**src/rtl/noc_packet_sink.sv**
```systemverilog
// noc_packet_sink: NoC endpoint receiver that checks framing, payload and sequence tags and counts packets
module noc_packet_sink #(
  parameter int DATA_WIDTH = 32,
  parameter int X_ID = 0,
  parameter int Y_ID = 0,
  parameter logic [7:0] BP_PATTERN = 8'hFF
) (
  input  logic                  noc_clk,
  input  logic                  noc_rst_n,
  input  logic                  receive_valid,
  output logic                  receive_ready,
  input  logic [DATA_WIDTH-1:0] receive_flit,
  input  logic                  receive_is_header,
  input  logic                  receive_is_tail,
  output logic [7:0]            receive_num,
  output logic [7:0]            error_num,
  output logic [2:0]            err_code,
  output logic                  err_pulse,
  output logic                  busy
);
  typedef enum logic [1:0] {IDLE, BODY, DRAIN} state_t;
  localparam logic [7:0] NODE = {4'(X_ID), 4'(Y_ID)};
  state_t state, nxt;
  logic [2:0] phase, code, idle_code, body_code;
  logic [7:0] len, k, cur_tag, last_tag, f_len, f_tag;
  logic [15:0] f_k;
  logic first_pkt, tag_bad, acc, new_err, tag_err, good, close_bad, report, count_err;
  assign acc = receive_valid & receive_ready;
  assign f_len = receive_flit[23:16];
  assign f_tag = receive_flit[31:24];
  assign f_k = receive_flit[15:0];
  assign busy = state != IDLE;
  assign idle_code = !receive_is_header ? 3'd1 :
                     receive_flit[7:0] != NODE ? 3'd2 :
                     (f_len < 8'd2 || receive_is_tail) ? 3'd5 :
                     (!first_pkt && f_tag != last_tag + 8'd1) ? 3'd6 : 3'd0;
  assign body_code = receive_is_header ? 3'd4 :
                     (f_k != {8'd0, k} || f_tag != cur_tag) ? 3'd3 :
                     (receive_is_tail != (k == len - 8'd1)) ? 3'd5 : 3'd0;
  assign code = state == IDLE ? idle_code : state == BODY ? body_code : 3'd0;
  // a bad sequence tag still lets the packet run; it is only counted once its tail arrives
  assign tag_err = acc && state == IDLE && idle_code == 3'd6;
  assign new_err = acc && code != 3'd0 && !tag_err;
  assign good = acc && state == BODY && receive_is_tail && body_code == 3'd0 && !tag_bad;
  assign close_bad = acc && state != IDLE && receive_is_tail && tag_bad;
  assign report = (new_err && !tag_bad) || tag_err;
  assign count_err = (new_err && !tag_bad) || close_bad;
  assign nxt = !acc ? state : receive_is_tail ? IDLE : (new_err || state == DRAIN) ? DRAIN : BODY;
  always_ff @(posedge noc_clk or negedge noc_rst_n) begin
    if (!noc_rst_n) begin
      state <= IDLE;
      phase <= 3'd0;
      receive_ready <= 1'b0;
      receive_num <= 8'd0;
      error_num <= 8'd0;
      err_code <= 3'd0;
      err_pulse <= 1'b0;
      len <= 8'd0;
      k <= 8'd0;
      cur_tag <= 8'd0;
      last_tag <= 8'd0;
      first_pkt <= 1'b1;
      tag_bad <= 1'b0;
    end else begin
      state <= nxt;
      phase <= phase + 3'd1;
      receive_ready <= BP_PATTERN[phase];
      err_pulse <= report;
      if (report) err_code <= code;
      if (good && receive_num != 8'hFF) receive_num <= receive_num + 8'd1;
      if (count_err && error_num != 8'hFF) error_num <= error_num + 8'd1;
      if (acc && state == IDLE && receive_is_header) begin
        last_tag <= f_tag;
        cur_tag <= f_tag;
        len <= f_len;
        first_pkt <= 1'b0;
      end
      k <= (acc && state == IDLE) ? 8'd1 : (acc && state == BODY) ? k + 8'd1 : k;
      tag_bad <= tag_err || (tag_bad && !close_bad);
    end
  end
endmodule

```
**config.mk**
```make
export PLATFORM = sky130hd
export DESIGN_NAME = noc_packet_sink
export DESIGN_NICKNAME = d
export VERILOG_FILES = /design/src/rtl/noc_packet_sink.sv
export SDC_FILE = /design/constraint.sdc
export NUM_CORES = 1
export LEC_CHECK = 0
export BUFFER_PORTS_ARGS = -buffer_cell sky130_fd_sc_hd__clkbuf_2
export CAP_MARGIN = 15
export CORE_MARGIN = 8
export CORE_UTILIZATION = 60
export DETAILED_ROUTE_END_ITERATION = 10
export PLACE_DENSITY = 0.86
export SYNTH_ARGS = -nofsm -noshare
export SYNTH_HDL_FRONTEND = slang
export SYNTH_SLANG_ARGS = --single-unit
```
**constraint.sdc**
```tcl
create_clock -name noc_clk -period 6.5 [get_ports noc_clk]
set_clock_uncertainty 0.2 [all_clocks]
set_input_delay 0 -clock noc_clk [delete_from_list [all_inputs] [get_ports noc_clk]]
set_output_delay 0 -clock noc_clk [all_outputs]
set_load 0.02 [all_outputs]
```
==> impl_metrics.yaml <==
sta:
  fin_crit_ps: 3420
  setup_viol: 0
  hold_viol: 0
  max_freq_ghz: 0.293
  slew_headroom: 0.473
  fin_crit_sh: 0.526
  setup_ws_ps: 3080
  grt_setup_unrepaired: "no"
  finalSetupTns_ps: 0
  tightestPinTransition_ps: 788
  drv_slew: 0
place:
  gp_congestion: 0.921
  dp_cells: 417
  hpwl_mm: 5.42
  place_ws_ps: 3220
  io_buffers: 58
power:
  clkPwrFrac: 0.155
  switchingPower_uw: 479
  switching_share: 0.407
  powerDensity_nw_per_um2: 325
  ir_worst_vdd_mv: 0.197
  combPwrFrac: 0.405
  power.leakage_nw: 1.63
  seq_power_share: 0.440
  internal-power_uw: 698
worst_setup_path:
  timing.rr.end: "error_num[1]"
  setup.worst_path.end: "error_num[1]"
  crit_fanout: 18
  cp_data_required_time_ps: 6500
  r2r_start: "state[0]"
  crit_type: "reg -> reg"
  cp-startpoint: "state[0]"
  crit_family: "simple AND/OR/NAND/NOR gates"
  endpoint_kind: "register"
  arrival_ps: 3420
  r2r_cells: 9
  critPathLaunchType: "register"
  path_cells: "nor2_2, inv_2, nor2_4, nand2_1, or4_1, o2111ai_1, a21o_1, o211ai_2, mux2_1"
  crit_slowest_cell: "or4_1"
  cp_slowest_stage_delay_ps: 600
  cp_num_buf_inv: 1
  cp_num_cells: 9
  rrSetupSlack_ps: 3080
flow_run:
  maxCapViolations: 0
routing:
  wirelength_mm: 7.38
  drt_iter0_drc: 245
  first_pass_iters: 4
  post-route-drc-count: 0
  ant_nets: 0
  vias: 2573
  avgViaCountPerCell: 5.78
  routedWlPerCell_um: 16.6
final_layout:
  area_growth_pct: 21.6
  most-common-layout-cells: "58 x clkbuf_2, 48 x dfrtp_1, 35 x xnor2_1"
  final_net_count: 419
  drive_gt1_frac: 0.265
  final_common_cell: "clkbuf_2"
  layoutNonFillerInstCount: 445
  diodes: 0
  fillers: 340
global_routing:
  grt_max_degree: 50
  track_usage: 0.207
  overflow: 0
  grt_first_pass_wirelength_mm: 12.2
  grt_antenna_before_repair: 0
  grt_pass1_vias: 2604
floorplanning:
  fp.dieW_um: 86.5
  initial_core_util: 0.627
  die_y_um: 86.5
  core.rowCount: 25
  core_area_um2: 4750
  floorplan.die_area_um2: 7480
  io_pins: 59
logic_synthesis:
  synth_area_per_cell_um2: 10.0
  yosysTopAreaCell: "dfrtp_1"
  ys.flop_type: "dfrtp_1"
  synth_cells: 297
  synth_cell_types: 57
  ys_warn_count: 0
  ys_seq_elements: 49
  yosysSeqAreaShare: 0.411
  synthesis.area_um2: 2980
  netlist.area_leader.share: 0.403
  synthArstFlopShare: 1.00
  synthTopCellsByArea: "dfrtp_1 40%, xnor2_1 10%, mux2_2 6.4%"
  synth-edff-count: 0
  synthesis.nets: 339
clock_tree:
  ctsRootBufferMaster: "clkbuf_8"
  htree_levels: 2
  cts_hold_buffers: 20
  postCtsSetupBuffers: 0
  cts_tree: "built"
  cts_resized: 0
  clockBufferDepth: 2
  cts_sinks: 49
  clkLatencyLatePin_ps: 310
  numCtsBuffers: 5
  path_clk_slew_ps: 90
run_status:
  status: "finished, final reports clean"
worst_hold_path:
  min_path_type: "in -> reg"
==> synthesized netlist by cell type (all sizes together), types with 7 or more instances <==
master,number
nand4,18
o21ai,7
nor3,11
inv,13
mux2,20
nand2,20
nor4,7
xor2,10
dfrtp,48
nor2,15
xnor2,35
nand3,18
==> routing by layer <==
| layer | part of all wire | track usage | vias up |
|---|---|---|---|
| li1 | - | - | 1244 |
| met1 | 0.41 | 0.246 | 1231 |
| met2 | 0.52 | 0.358 | 86 |
| met3 | 0.054 | 0.0406 | 12 |
| met4 | 0.020 | 0.0814 | 0 |
| met5 | 0 | 0 | - |
==> worst min-delay path, cell delays in order <==
cell and delay (ps):
clkbuf_2 110, nand2_1 230, o22a_1 170
==> cells by family after synthesis <==
kind of cell,synth area share
AOI/OAI and AO/OA,0.0998
xor gates and xnor gates,0.132
adders and majority gates,0.0210
buffers and inverters,0.0247
DFF,0.411
muxes,0.0847
other,0.00126
and+or+nand+nor,0.225
==> final cells by class <==
type                            count  area [um^2]  area share
Clock buffer                        6         72.6      0.0200
Clock inverter                      2         15.0     0.00414
Inverter                           13         48.8      0.0135
Multi-Input combinational cell    229         1680       0.464
Sequential cell                    49         1230       0.338
Tap cell                           67         83.8      0.0231
Timing Repair Buffer               79          498       0.137
==> power groups by stage <==
stage	combinational [mW]	clock, mW	sequential [mW]
after detailed placement	0.464	0	0.522
final	0.477	0.182	0.518
after floorplan	0.342	0	0.509
after global routing	0.520	0.197	0.535
after CTS	0.476	0.186	0.515
after global placement	0.444	0	0.514
==> registers in the layout, summed over array words and instances (netlist names) <==
name	cells
first_pkt	1
err_code	3
receive_num	8
receive_ready	1
last_tag	8
k	8
tag_bad	1
state	2
len	8
error_num	8
err_pulse	1
==> metrics by stage <==
step,hold WS (ps),power (mW),util,instance area [um^2]
2_1_floorplan,-496,0.851,-,2980
3_3_place_gp,-67.0,0.959,0.702,3340
4_1_cts,28.6,1.18,0.763,3630
6_report,35.0,1.18,0.763,3630
3_5_place_dp,-59.5,0.986,0.702,3340
5_1_grt,76.9,1.25,0.763,3630
==> how the worst min path moves through the flow <==
stage / end / cells past startpoint / startpoint
floorplan: err_code[0] / 0 / noc_rst_n
global placement: last_tag[5] / 2 / noc_rst_n
detailed placement: last_tag[5] / 2 / noc_rst_n
CTS: state[0] / 3 / receive_valid
global route: state[0] / 3 / receive_valid
finish: state[0] / 3 / receive_valid
Note: power is estimated with default switching activity, not from simulation.
